`config.mk`:
```
export PLATFORM = sky130hd
export DESIGN_NAME = shared_reg_arbiter
export DESIGN_NICKNAME = d
export VERILOG_FILES = /design/src/rtl/shared_reg_pkg.sv /design/src/rtl/rr_arbiter.sv /design/src/rtl/shared_reg_arbiter.sv
export SDC_FILE = /design/constraint.sdc
export NUM_CORES = 1
export LEC_CHECK = 0
export ABC_AREA = 1
export BUFFER_PORTS_ARGS = -buffer_cell sky130_fd_sc_hd__clkbuf_2
export CAP_MARGIN = 20
export CORE_ASPECT_RATIO = 1.25
export CORE_MARGIN = 2
export CORE_UTILIZATION = 45
export DETAILED_ROUTE_END_ITERATION = 6
export GPL_TIMING_DRIVEN = 1
export PLACE_DENSITY = 0.75
export SLEW_MARGIN = 30
export SYNTH_ARGS = -nofsm -noshare
export SYNTH_HDL_FRONTEND = slang
export SYNTH_HIERARCHICAL = 1
export SYNTH_SLANG_ARGS = --single-unit
```
`constraint.sdc`:
```
create_clock -name clk -period 1.9 [get_ports clk]
set_clock_uncertainty 0.15 [all_clocks]
set_input_delay 0.38 -clock clk [delete_from_list [all_inputs] [get_ports clk]]
set_output_delay 0.38 -clock clk [all_outputs]
set_load 0.02 [all_outputs]
```
`src/rtl/shared_reg_pkg.sv`:
```
// shared_reg_pkg: arbitration mode, writer limit and popcount shared by the arbiter slice
package shared_reg_pkg;
  typedef enum logic {ARB_FIXED = 1'b0, ARB_RR = 1'b1} arb_mode_e;
  localparam int MAX_WRITERS = 16;
  function automatic int popcount(input logic [MAX_WRITERS-1:0] v);
    popcount = 0;
    for (int i = 0; i < MAX_WRITERS; i++) popcount += int'(v[i]);
  endfunction
endpackage

```
`src/rtl/rr_arbiter.sv`:
```
// rr_arbiter: one-hot grant from the first request at or above the pointer, modulo NUM_WRITERS
module rr_arbiter
  import shared_reg_pkg::*;
#(
  parameter int        NUM_WRITERS = 2,
  parameter arb_mode_e ARB_MODE    = ARB_RR,
  localparam int       PW          = NUM_WRITERS > 1 ? $clog2(NUM_WRITERS) : 1
) (
  input  logic                   clk,
  input  logic                   rst,
  input  logic [NUM_WRITERS-1:0] req,
  output logic [NUM_WRITERS-1:0] grant,
  output logic [PW-1:0]          gnt_idx
);
  logic [PW-1:0] r_ptr;
  logic [PW-1:0] w_start;
  assign w_start = (ARB_MODE == ARB_RR) ? r_ptr : '0;
  // scan downward so the requester closest to the start position is assigned last
  always_comb begin
    grant   = '0;
    gnt_idx = '0;
    for (int k = NUM_WRITERS - 1; k >= 0; k--) begin
      if (req[(int'(w_start) + k) % NUM_WRITERS]) begin
        gnt_idx = PW'((int'(w_start) + k) % NUM_WRITERS);
        grant   = NUM_WRITERS'(1) << ((int'(w_start) + k) % NUM_WRITERS);
      end
    end
    if (rst) grant = '0;
  end
  always_ff @(posedge clk) begin
    if (rst) r_ptr <= '0;
    else if (ARB_MODE == ARB_RR && |req)
      r_ptr <= (gnt_idx == PW'(NUM_WRITERS - 1)) ? '0 : gnt_idx + 1'b1;
  end
endmodule

```
`src/rtl/shared_reg_arbiter.sv`:
```
// shared_reg_arbiter: multi-port shared register with arbitrated writes and collision counting
module shared_reg_arbiter
  import shared_reg_pkg::*;
#(
  parameter int          NUM_WRITERS = 2,
  parameter int          DATA_W      = 8,
  parameter arb_mode_e   ARB_MODE    = ARB_RR,
  parameter logic [DATA_W-1:0] RESET_VAL = '0,
  parameter int          CNT_W       = 8,
  localparam int         LW          = NUM_WRITERS > 1 ? $clog2(NUM_WRITERS) : 1
) (
  input  logic                          clk,
  input  logic                          rst,
  input  logic [NUM_WRITERS-1:0]        wr_req,
  input  logic [NUM_WRITERS*DATA_W-1:0] wr_data,
  output logic [NUM_WRITERS-1:0]        wr_grant,
  output logic [DATA_W-1:0]             data_out,
  output logic [LW-1:0]                 last_writer,
  output logic                          upd,
  output logic                          collision,
  output logic [CNT_W-1:0]              collision_cnt
);
  logic [LW-1:0] w_idx;
  logic          w_coll;
  assign w_coll = popcount(MAX_WRITERS'(wr_req)) > 1;
  rr_arbiter #(.NUM_WRITERS(NUM_WRITERS), .ARB_MODE(ARB_MODE)) u_arb (
    .clk     (clk),
    .rst     (rst),
    .req     (wr_req),
    .grant   (wr_grant),
    .gnt_idx (w_idx)
  );
  always_ff @(posedge clk) begin
    if (rst) begin
      data_out      <= RESET_VAL;
      last_writer   <= '0;
      upd           <= 1'b0;
      collision     <= 1'b0;
      collision_cnt <= '0;
    end else begin
      upd       <= |wr_req;
      collision <= w_coll;
      if (|wr_req) begin
        data_out    <= wr_data[w_idx*DATA_W +: DATA_W];
        last_writer <= w_idx;
      end
      if (w_coll && !(&collision_cnt)) collision_cnt <= collision_cnt + 1'b1;
    end
  end
endmodule

```
==> impl_metrics.py, run 1 <==
metrics = {
    "critical_path": {
        "cp.depth": 5,
        "critPathMaxStageDelay_ns": 0.37,
        "cp_num_buf_inv": 2,
        "rr_worst_depth": 6,
        "r2r_slack_ns": 0.46,
        "crit_end": "wr_grant[1]",
        "worstSetupPathType": "flop to output pin",
        "crit_required_ns": 1.37,
        "rr_startpoint": "collision_cnt[0]",
        "crit_start": "u_arb/r_ptr",
        "cp_data_arrival_time_ns": 1.06,
        "cp-end-kind": "output pin",
        "crit_family": "flip-flops",
        "startpoint_type": "flop",
        "crit_slowest_cell": "dfxtp_1",
        "crit_fanout": 3,
        "reg2reg_to": "collision_cnt[0]",
        "path_cells": "inv_1 > nand2_1 > nand2_2 > nor2_2 > clkbuf_2",
    },
    "final_layout": {
        "multi_input_area_um2": 482,
        "utilization_pct": 61.4,
        "antenna_cells": 0,
        "syn_to_final_growth_pct": 26.3,
        "ff_latch_area_um2": 400,
        "nNetsFinal": 197,
        "fillers": 191,
        "layout-drive-gt1-share_pct": 37.1,
    },
    "clocking": {
        "clockBufferDepth": 2,
        "post_cts_buffers": 0,
        "cts.sinks": 20,
        "clkTransAtPathRegs_ns": 0.12,
        "clockRootBuffer": "clkbuf_4",
        "post_cts_resize_count": 0,
        "htree_levels": 1,
        "cts.hold.buffers_added": 0,
        "cts_tree": "done",
        "cts_made_buffers": 3,
        "worstSkewPairLatency_ns": 0.30,
    },
    "run": {
        "maxCapViolations": 0,
    },
    "detailed_routing": {
        "ant_nets": 0,
        "wl_per_cell_um": 9.80,
        "num_vias": 962,
        "routed_wl_um": 1910,
        "routed_via_density": 4.93,
        "drt_pre_antenna_iters": 3,
        "drc": 0,
        "drt_iter0_markers": 19,
    },
    "logic_synthesis": {
        "avgSynthCellArea_um2": 7.33,
        "yosys_warnings": 6,
        "netlist_instances": 133,
        "yosys-top-cells-area": "dfxtp_1 41%, nor2_1 11%, nand2_1 7.7%",
        "synth_nets": 154,
        "synth_top_area_cell": "dfxtp_1",
        "synth.ff_latch_count": 20,
        "syn_area_um2": 975,
        "synth_top_cell_area_share_pct": 41.1,
        "ys_types": 20,
        "synth_seq_area_share_pct": 41.1,
    },
    "timing": {
        "period_share_pct": 83.7,
        "slew_headroom_pct": 81.6,
        "post-route-min-period_ns": 1.59,
        "worst_pin_slew_ns": 0.276,
        "setup_viol": 0,
        "rsz0062_at_grt": "false",
        "max_freq_mhz": 629,
        "finalHoldViolCount": 0,
        "maxSlewViolCount": 0,
        "setup_tns_ns": 0,
    },
    "grt": {
        "antenna_found_initial": 0,
        "grt_pass1_vias": 853,
        "grt_overflow": 0,
        "grt.total_usage_pct": 17.6,
        "grt_pass1_wl_um": 3490,
        "grt_max_degree": 19,
    },
    "die": {
        "dieWidth_um": 45.6,
        "core_area_um2": 2000,
        "initial_core_util_pct": 48.6,
        "rows": 18,
        "fp.dieH_um": 56.0,
        "ios": 41,
        "dieArea_um2": 2560,
    },
    "status": {
        "status": "finished, final reports clean",
    },
    "placement": {
        "io_buffers": 40,
        "dp_hpwl_um": 1510,
        "gp_congestion": 0.829,
    },
    "pwr": {
        "leakagePower_uw": 0.000602,
        "powerDensity_nw_per_um2": 770,
        "peakVddDrop_mv": 0.606,
    },
    "worst_hold_path": {
        "min_path_type": "input port to flop",
    },
}
==> tightest hold or removal path, delay by kind of cell <==
family          cells  cell delay [ns]
simple gates        1             0.07
buf+inv             1             0.08
compound gates      1             0.07
==> cell usage in the layout, fill, tap and decap left out, types with 4 or more instances in the layout <==
cell type / netlist / routed
nand3_1: 14 / 14
nor2_2: 4 / 4
inv_1: 9 / 9
o31ai_1: 8 / 8
nand2_2: 6 / 6
nor2_1: 29 / 29
a21oi_1: 6 / 6
dfxtp_1: 20 / 20
nand2_1: 20 / 20
clkbuf_2: 0 / 40
inv_2: 4 / 4
nor2_4: 4 / 4
==> sequential cells by signal, indices dropped and copies added (netlist names) <==
register	cells
data_out	8
u_arb/r_ptr	1
last_writer	1
collision	1
collision_cnt	8
upd	1
==> cell families (layout without fill, tap and decap cells) <==
group	Yosys count	after routing	synth area share (%)
AOI/OAI and AO/OA	15	15	9.76
adders and majority gates	1	1	1.28
buffers and inverters	18	60	9.50
DFF	20	20	41.1
and+or+nand+nor	79	79	38.4
==> how the worst min path moves through the flow <==
stage                           start          end  slack, ns  depth (start not counted)
final                      wr_data[3]  data_out[3]       0.18                          3
after global routing              rst    collision       0.17                          2
after CTS                         rst    collision       0.17                          2
after global placement    data_out[4]  data_out[4]       0.33                          2
after floorplan                   rst    collision       0.30                          1
after detailed placement  data_out[7]  data_out[7]       0.32                          2
==> report_power, final <==
part	switching, uW	total [uW]	internal (uW)
clock network	132	345	213
logic	91.9	146	54.1
registers	13.9	457	443
==> stage by stage <==
step | cells | setup slack [ns] | power, uW | cell area, um^2 | hold WS (ns)
after floorplan | 133 | 0.386 | 556 | 975 | 0.302
after global placement | 191 | 0.421 | 610 | 1180 | 0.326
after detailed placement | 191 | 0.378 | 613 | 1180 | 0.323
after CTS | 195 | 0.291 | 962 | 1230 | 0.172
after global routing | 195 | 0.199 | 1000 | 1230 | 0.170
final | 195 | 0.310 | 947 | 1230 | 0.184
==> synthesized netlist by cell type <==
cell / number
clkbuf_8: 1
nor2_1: 29
inv_4: 1
nand2_2: 6
inv_2: 4
a21oi_1: 6
nand3b_1: 1
inv_1: 9
nor3_1: 1
clkbuf_1: 1
nor2_2: 4
o31ai_1: 8
nor2_4: 4
nand2_1: 20
o21ai_1: 1
nand3_1: 14
ha_1: 1
buf_6: 1
clkinv_4: 1
dfxtp_1: 20
==> layer usage <==
metal,share of wire [%],GRT usage (%)
met5,0,0
met4,0.99,7.56
met3,6.4,2.92
met2,48,27.6
met1,45,22.8
==> layout make-up <==
type	count	area share [%]
sequential	20	32.5
tap	20	2.03
timing repair buffer	41	16.9
inverter	15	5.18
multi-input combinational	95	39.1
clock inverter	1	2.44
clock buffer	3	1.83
(Power assumes the default switching activity.)
==> inputs of run 2 (changes only) <==
Settings changed: CORE_UTILIZATION 45 to 42, PLACE_DENSITY 0.75 to 0.73.
Clock period 1.9 ns to 1.4 ns, I/O delays scaled along.
==> run 2 against run 1 <==
The flow now finishes with violations (negative setup slack). Hold slack got worse by 0.10 ns. Combinational power increased by 42%. Final area increased by 4.2%. Clock-buffer cell count up 1. Wire length is 2.3% higher. First-iteration DRC count shrank 21%. Sequential share of layout area down 0.62 points. Utilization down 3.4 points. Total power increased by 22%. Clock power decreased by 5.8%. Critical endpoint unchanged.
==> impl_metrics.py, run 2 (same netlist as run 1, synthesis figures left out) <==
metrics = {
    "clocking": {
        "cts.hold.buffers_added": 0,
        "clkTransAtPathRegs_ns": 0.10,
        "htree_levels": 1,
        "cts_tree": "done",
        "cts.sinks": 20,
        "cts_made_buffers": 3,
        "clockRootBuffer": "clkbuf_4",
        "clockBufferDepth": 2,
        "worstSkewPairLatency_ns": 0.29,
        "post_cts_buffers": 0,
    },
    "timing": {
        "slew_headroom_pct": 80.3,
        "rsz0062_at_grt": "true",
        "post-route-min-period_ns": 1.49,
        "max_freq_mhz": 673,
        "setup_tns_ns": -0.281,
        "period_share_pct": 106,
        "maxSlewViolCount": 0,
        "worst_pin_slew_ns": 0.295,
        "finalHoldViolCount": 0,
        "finalWorstSetupSlack_ns": -0.0860,
        "setup_viol": 5,
    },
    "die": {
        "ios": 41,
        "dieArea_um2": 2720,
        "core_area_um2": 2210,
        "rows": 19,
        "dieWidth_um": 47.1,
        "initial_core_util_pct": 44.1,
        "fp.dieH_um": 57.9,
    },
    "critical_path": {
        "r2r_slack_ns": -0.06,
        "rr_startpoint": "u_arb/r_ptr",
        "startpoint_type": "flop",
        "worstSetupPathType": "flop to output pin",
        "crit_start": "u_arb/r_ptr",
        "cp_data_arrival_time_ns": 1.06,
        "crit_required_ns": 0.97,
        "reg2reg_to": "data_out[5]",
        "cp-end-kind": "output pin",
        "rr_worst_depth": 7,
        "crit_fanout": 3,
    },
    "worst_hold_path": {
        "min_to": "collision",
        "min_path_cells": 2,
        "min_path_type": "input port to flop",
        "hold_start": "rst",
    },
    "placement": {
        "io_buffers": 40,
        "dpl.cell_count": 203,
        "dp_slack_ns": -0.0275,
        "dp_hpwl_um": 1560,
        "placed_area_um2": 1200,
        "gp_congestion": 0.796,
    },
    "detailed_routing": {
        "drt_pre_antenna_iters": 4,
        "drt_iter0_markers": 15,
        "routed_via_density": 4.64,
        "drc": 0,
        "routed_wl_um": 1960,
        "ant_nets": 0,
        "wl_per_cell_um": 9.35,
        "num_vias": 969,
    },
    "pwr": {
        "power_uw": 1150,
        "powerDensity_nw_per_um2": 900,
        "leakagePower_uw": 0.000622,
        "peakVddDrop_mv": 0.656,
    },
    "grt": {
        "grt_pass1_vias": 871,
        "grt.total_usage_pct": 16.5,
        "grt_max_degree": 12,
        "antenna_found_initial": 0,
        "grt_pass1_wl_um": 3330,
        "grt_overflow": 0,
    },
    "final_layout": {
        "fillers": 223,
        "layout-drive-gt1-share_pct": 43.3,
        "nNetsFinal": 200,
        "fin_cells": 209,
        "final_cell_mix": "38 x clkbuf_2, 29 x nor2_1, 19 x nand2_1, 15 x dfxtp_1, 14 x nand3_1",
        "final_common_cell": "clkbuf_2",
        "final_area_um2": 1280,
        "reg_top3": "collision_cnt: 8 flops, data_out: 8 flops",
        "antenna_cells": 0,
        "syn_to_final_growth_pct": 31.6,
    },
    "status": {
        "violations": "negative setup slack",
        "status": "complete, but fails checks",
    },
    "run": {
        "maxCapViolations": 0,
    },
}
run 2: stage by stage:
stage / hold WS [ns] / util [%]
floorplan: 0.202 / -
global placement: 0.334 / 54.5
detailed placement: 0.333 / 54.5
CTS: 0.0722 / 56.7
global route: 0.0774 / 58.0
finish: 0.0843 / 58.0
run 2: layout make-up:
type / count / area, um^2 / share of cell area [%]
Sequential cell: 20 / 409 / 31.9
Clock buffer: 4 / 36.3 / 2.83
Multi-Input combinational cell: 96 / 503 / 39.2
Inverter: 15 / 63.8 / 4.98
Timing Repair Buffer: 42 / 226 / 17.7
Tap cell: 31 / 38.8 / 3.02
Timing Repair inverter: 1 / 5.00 / 0.390
run 2: critical path, cell delays in order (launching register included):
cell and delay [ns]:
dfxtp_2 0.36, inv_2 0.04, nand2_2 0.05, nand2_2 0.06
nor2_2 0.11, clkbuf_8 0.15
run 2: worst max path at each step:
stage / endpoint / slack (ns)
global route: wr_grant[1] / -0.15
finish: wr_grant[1] / -0.09
CTS: wr_grant[1] / -0.08
global placement: data_out[7] / 0.04
detailed placement: data_out[1] / -0.03
floorplan: collision_cnt[1] / 0.003
run 2: metal layers:
layer	GRT usage (%)	vias to the layer above	share of wire, %
met5	0	-	0
met4	8.33	0	0.87
met3	2.80	2	5.3
met2	26.0	28	48
met1	21.1	424	46
li1	-	515	-
run 2: what timing repair did:
item	CTS	global route
cloned	0	2
resized for setup	4	8
pin swaps	0	2
setup endpoints to repair	2	18
run 2: power by group:
group          total, uW  internal (uW)  switching (uW)
Sequential           621            601            19.6
Clock                325            158             167
Combinational        208           80.7             127
Total               1150            840             314
==> inputs of run 3 (changes only) <==
Settings changed: CORE_UTILIZATION 42 to 44, CTS_BUF_LIST from default to sky130_fd_sc_hd__clkbuf_2, PLACE_DENSITY 0.73 to 0.76.
==> run 3 against run 2 <==
First-iteration DRC count shrank 20%. Register-to-register slack gained 0.02 ns. Cell count shrank 1.4%. Die area shrank 4.2%. Wire length grew 12%. Largest cell class unchanged. The run still ends with negative setup slack left.
==> impl_metrics.py, run 3 (same netlist as run 1, synthesis figures left out) <==
metrics = {
    "status": {
        "status": "complete, but fails checks",
        "violations": "negative setup slack",
    },
    "critical_path": {
        "cp-end-kind": "output pin",
        "reg2reg_to": "data_out[7]",
        "worstSetupPathType": "flop to output pin",
        "crit_fanout": 3,
        "startpoint_type": "flop",
        "cp_data_arrival_time_ns": 1.11,
        "r2r_slack_ns": -0.04,
        "rr_startpoint": "u_arb/r_ptr",
        "crit_required_ns": 0.97,
        "rr_worst_depth": 8,
    },
    "grt": {
        "grt_pass1_wl_um": 3310,
        "grt_pass1_vias": 850,
        "antenna_found_initial": 0,
        "grt_max_degree": 12,
        "grt.total_usage_pct": 16.4,
        "grt_overflow": 0,
    },
    "detailed_routing": {
        "wl_per_cell_um": 10.6,
        "drt_iter0_markers": 12,
        "num_vias": 1034,
        "routed_wl_um": 2190,
        "drt_pre_antenna_iters": 4,
        "drc": 0,
        "ant_nets": 0,
        "routed_via_density": 5.02,
    },
    "placement": {
        "dpl.cell_count": 194,
        "dp_slack_ns": -0.00602,
        "io_buffers": 40,
        "gp_congestion": 0.839,
        "dp_hpwl_um": 1570,
    },
    "timing": {
        "max_freq_mhz": 650,
        "rsz0062_at_grt": "true",
        "finalWorstSetupSlack_ns": -0.138,
        "post-route-min-period_ns": 1.54,
        "period_share_pct": 110,
        "hold_slack_ns": 0.0765,
        "slew_headroom_pct": 86.6,
        "maxSlewViolCount": 0,
        "setup_viol": 8,
        "finalHoldViolCount": 0,
        "worst_pin_slew_ns": 0.199,
    },
    "final_layout": {
        "final_common_cell": "clkbuf_2",
        "utilization_pct": 62.0,
        "fin_cells": 206,
        "syn_to_final_growth_pct": 36.2,
        "antenna_cells": 0,
        "final_cell_mix": "40 x clkbuf_2, 29 x nor2_1, 19 x nand2_1, 14 x nand3_1, 13 x dfxtp_1",
        "layout-drive-gt1-share_pct": 46.5,
        "reg_top3": "collision_cnt: 8 flops, data_out: 8 flops",
        "nNetsFinal": 207,
        "fillers": 194,
    },
    "die": {
        "dieWidth_um": 46.1,
        "fp.dieH_um": 56.6,
        "initial_core_util_pct": 45.6,
        "rows": 19,
        "dieArea_um2": 2610,
        "ios": 41,
        "core_area_um2": 2140,
    },
    "pwr": {
        "leakagePower_uw": 0.000657,
        "p_sw_share_pct": 29.7,
        "peakVddDrop_mv": 0.631,
        "seq_power_share_pct": 57.1,
        "internal_power_uw": 764,
        "p_clk_share_pct": 20.9,
        "power.switching_uw": 322,
        "powerDensity_nw_per_um2": 818,
        "pwr-share-comb_pct": 22.0,
    },
    "clocking": {
        "worstSkewPairLatency_ns": 0.29,
        "htree_levels": 1,
        "cts_made_buffers": 3,
        "clockBufferDepth": 2,
        "clkTransAtPathRegs_ns": 0.18,
        "cts.sinks": 20,
        "clockRootBuffer": "clkbuf_2",
        "cts_tree": "done",
    },
    "worst_hold_path": {
        "min_path_type": "input port to flop",
        "min_to": "collision",
        "hold_start": "rst",
        "min_path_cells": 2,
    },
    "run": {
        "maxCapViolations": 0,
    },
}
-- run 3: what timing repair did --
action | 4_1_cts | 5_1_grt
resized for setup | 4 | 17
pin swaps | 0 | 3
cloned | 0 | 3
hold buffers | 0 | 0
endpoints found under the setup margin | 3 | 23
setup buffers | 1 | 4
-- run 3: critical path, cell delays in order (launching register included) --
cell and delay [ns]:
dfxtp_2 0.38, inv_2 0.04, nand2_2 0.05, nand2_2 0.06
nor2_2 0.13, clkbuf_8 0.16
-- run 3: routing by layer --
layer	track usage [%]	vias up	routed length, um
met3	3.22	2	110
met2	25.6	33	1140
met4	6.94	0	11
met5	0	-	0
met1	21.2	469	929
li1	-	530	-
-- run 3: cell type report --
| class | instances | area, um^2 | area share, % |
|---|---|---|---|
| inverters | 15 | 70.1 | 5.28 |
| repair buffers | 48 | 282 | 21.2 |
| well taps | 21 | 26.3 | 1.98 |
| clock inverters | 1 | 3.75 | 0.283 |
| flip-flops and latches | 20 | 412 | 31.0 |
| clock buffers | 3 | 15.0 | 1.13 |
| multi-input cells | 96 | 507 | 38.2 |
| repair inverters | 2 | 12.5 | 0.943 |
-- run 3: worst max-delay path by stage --
stage | cells past startpoint | end | slack (ns) | startpoint
after floorplan | 7 | collision_cnt[1] | 0.003 | collision_cnt[1]
after global placement | 7 | data_out[0] | 0.03 | wr_req[0]
after detailed placement | 7 | data_out[1] | -0.006 | wr_req[0]
after CTS | 5 | wr_grant[1] | -0.10 | u_arb/r_ptr
after global routing | 5 | wr_grant[1] | -0.23 | u_arb/r_ptr
final | 5 | wr_grant[1] | -0.14 | u_arb/r_ptr
-- run 3: power groups by stage --
stage / combinational, uW / sequential, uW / clock (uW)
2_1_floorplan: 87.7 / 666 / 0
3_3_place_gp: 202 / 631 / 0
3_5_place_dp: 205 / 632 / 0
4_1_cts: 212 / 620 / 236
5_1_grt: 262 / 625 / 274
6_report: 239 / 620 / 227
-- run 3: through the flow --
step                TNS [ns]  total power, uW  cell area (um^2)
finish                -0.389             1090              1330
global route           -1.28             1160              1330
CTS                   -0.171             1070              1240
detailed placement   -0.0132              837              1200
global placement           0              833              1200
floorplan                  0              754               980
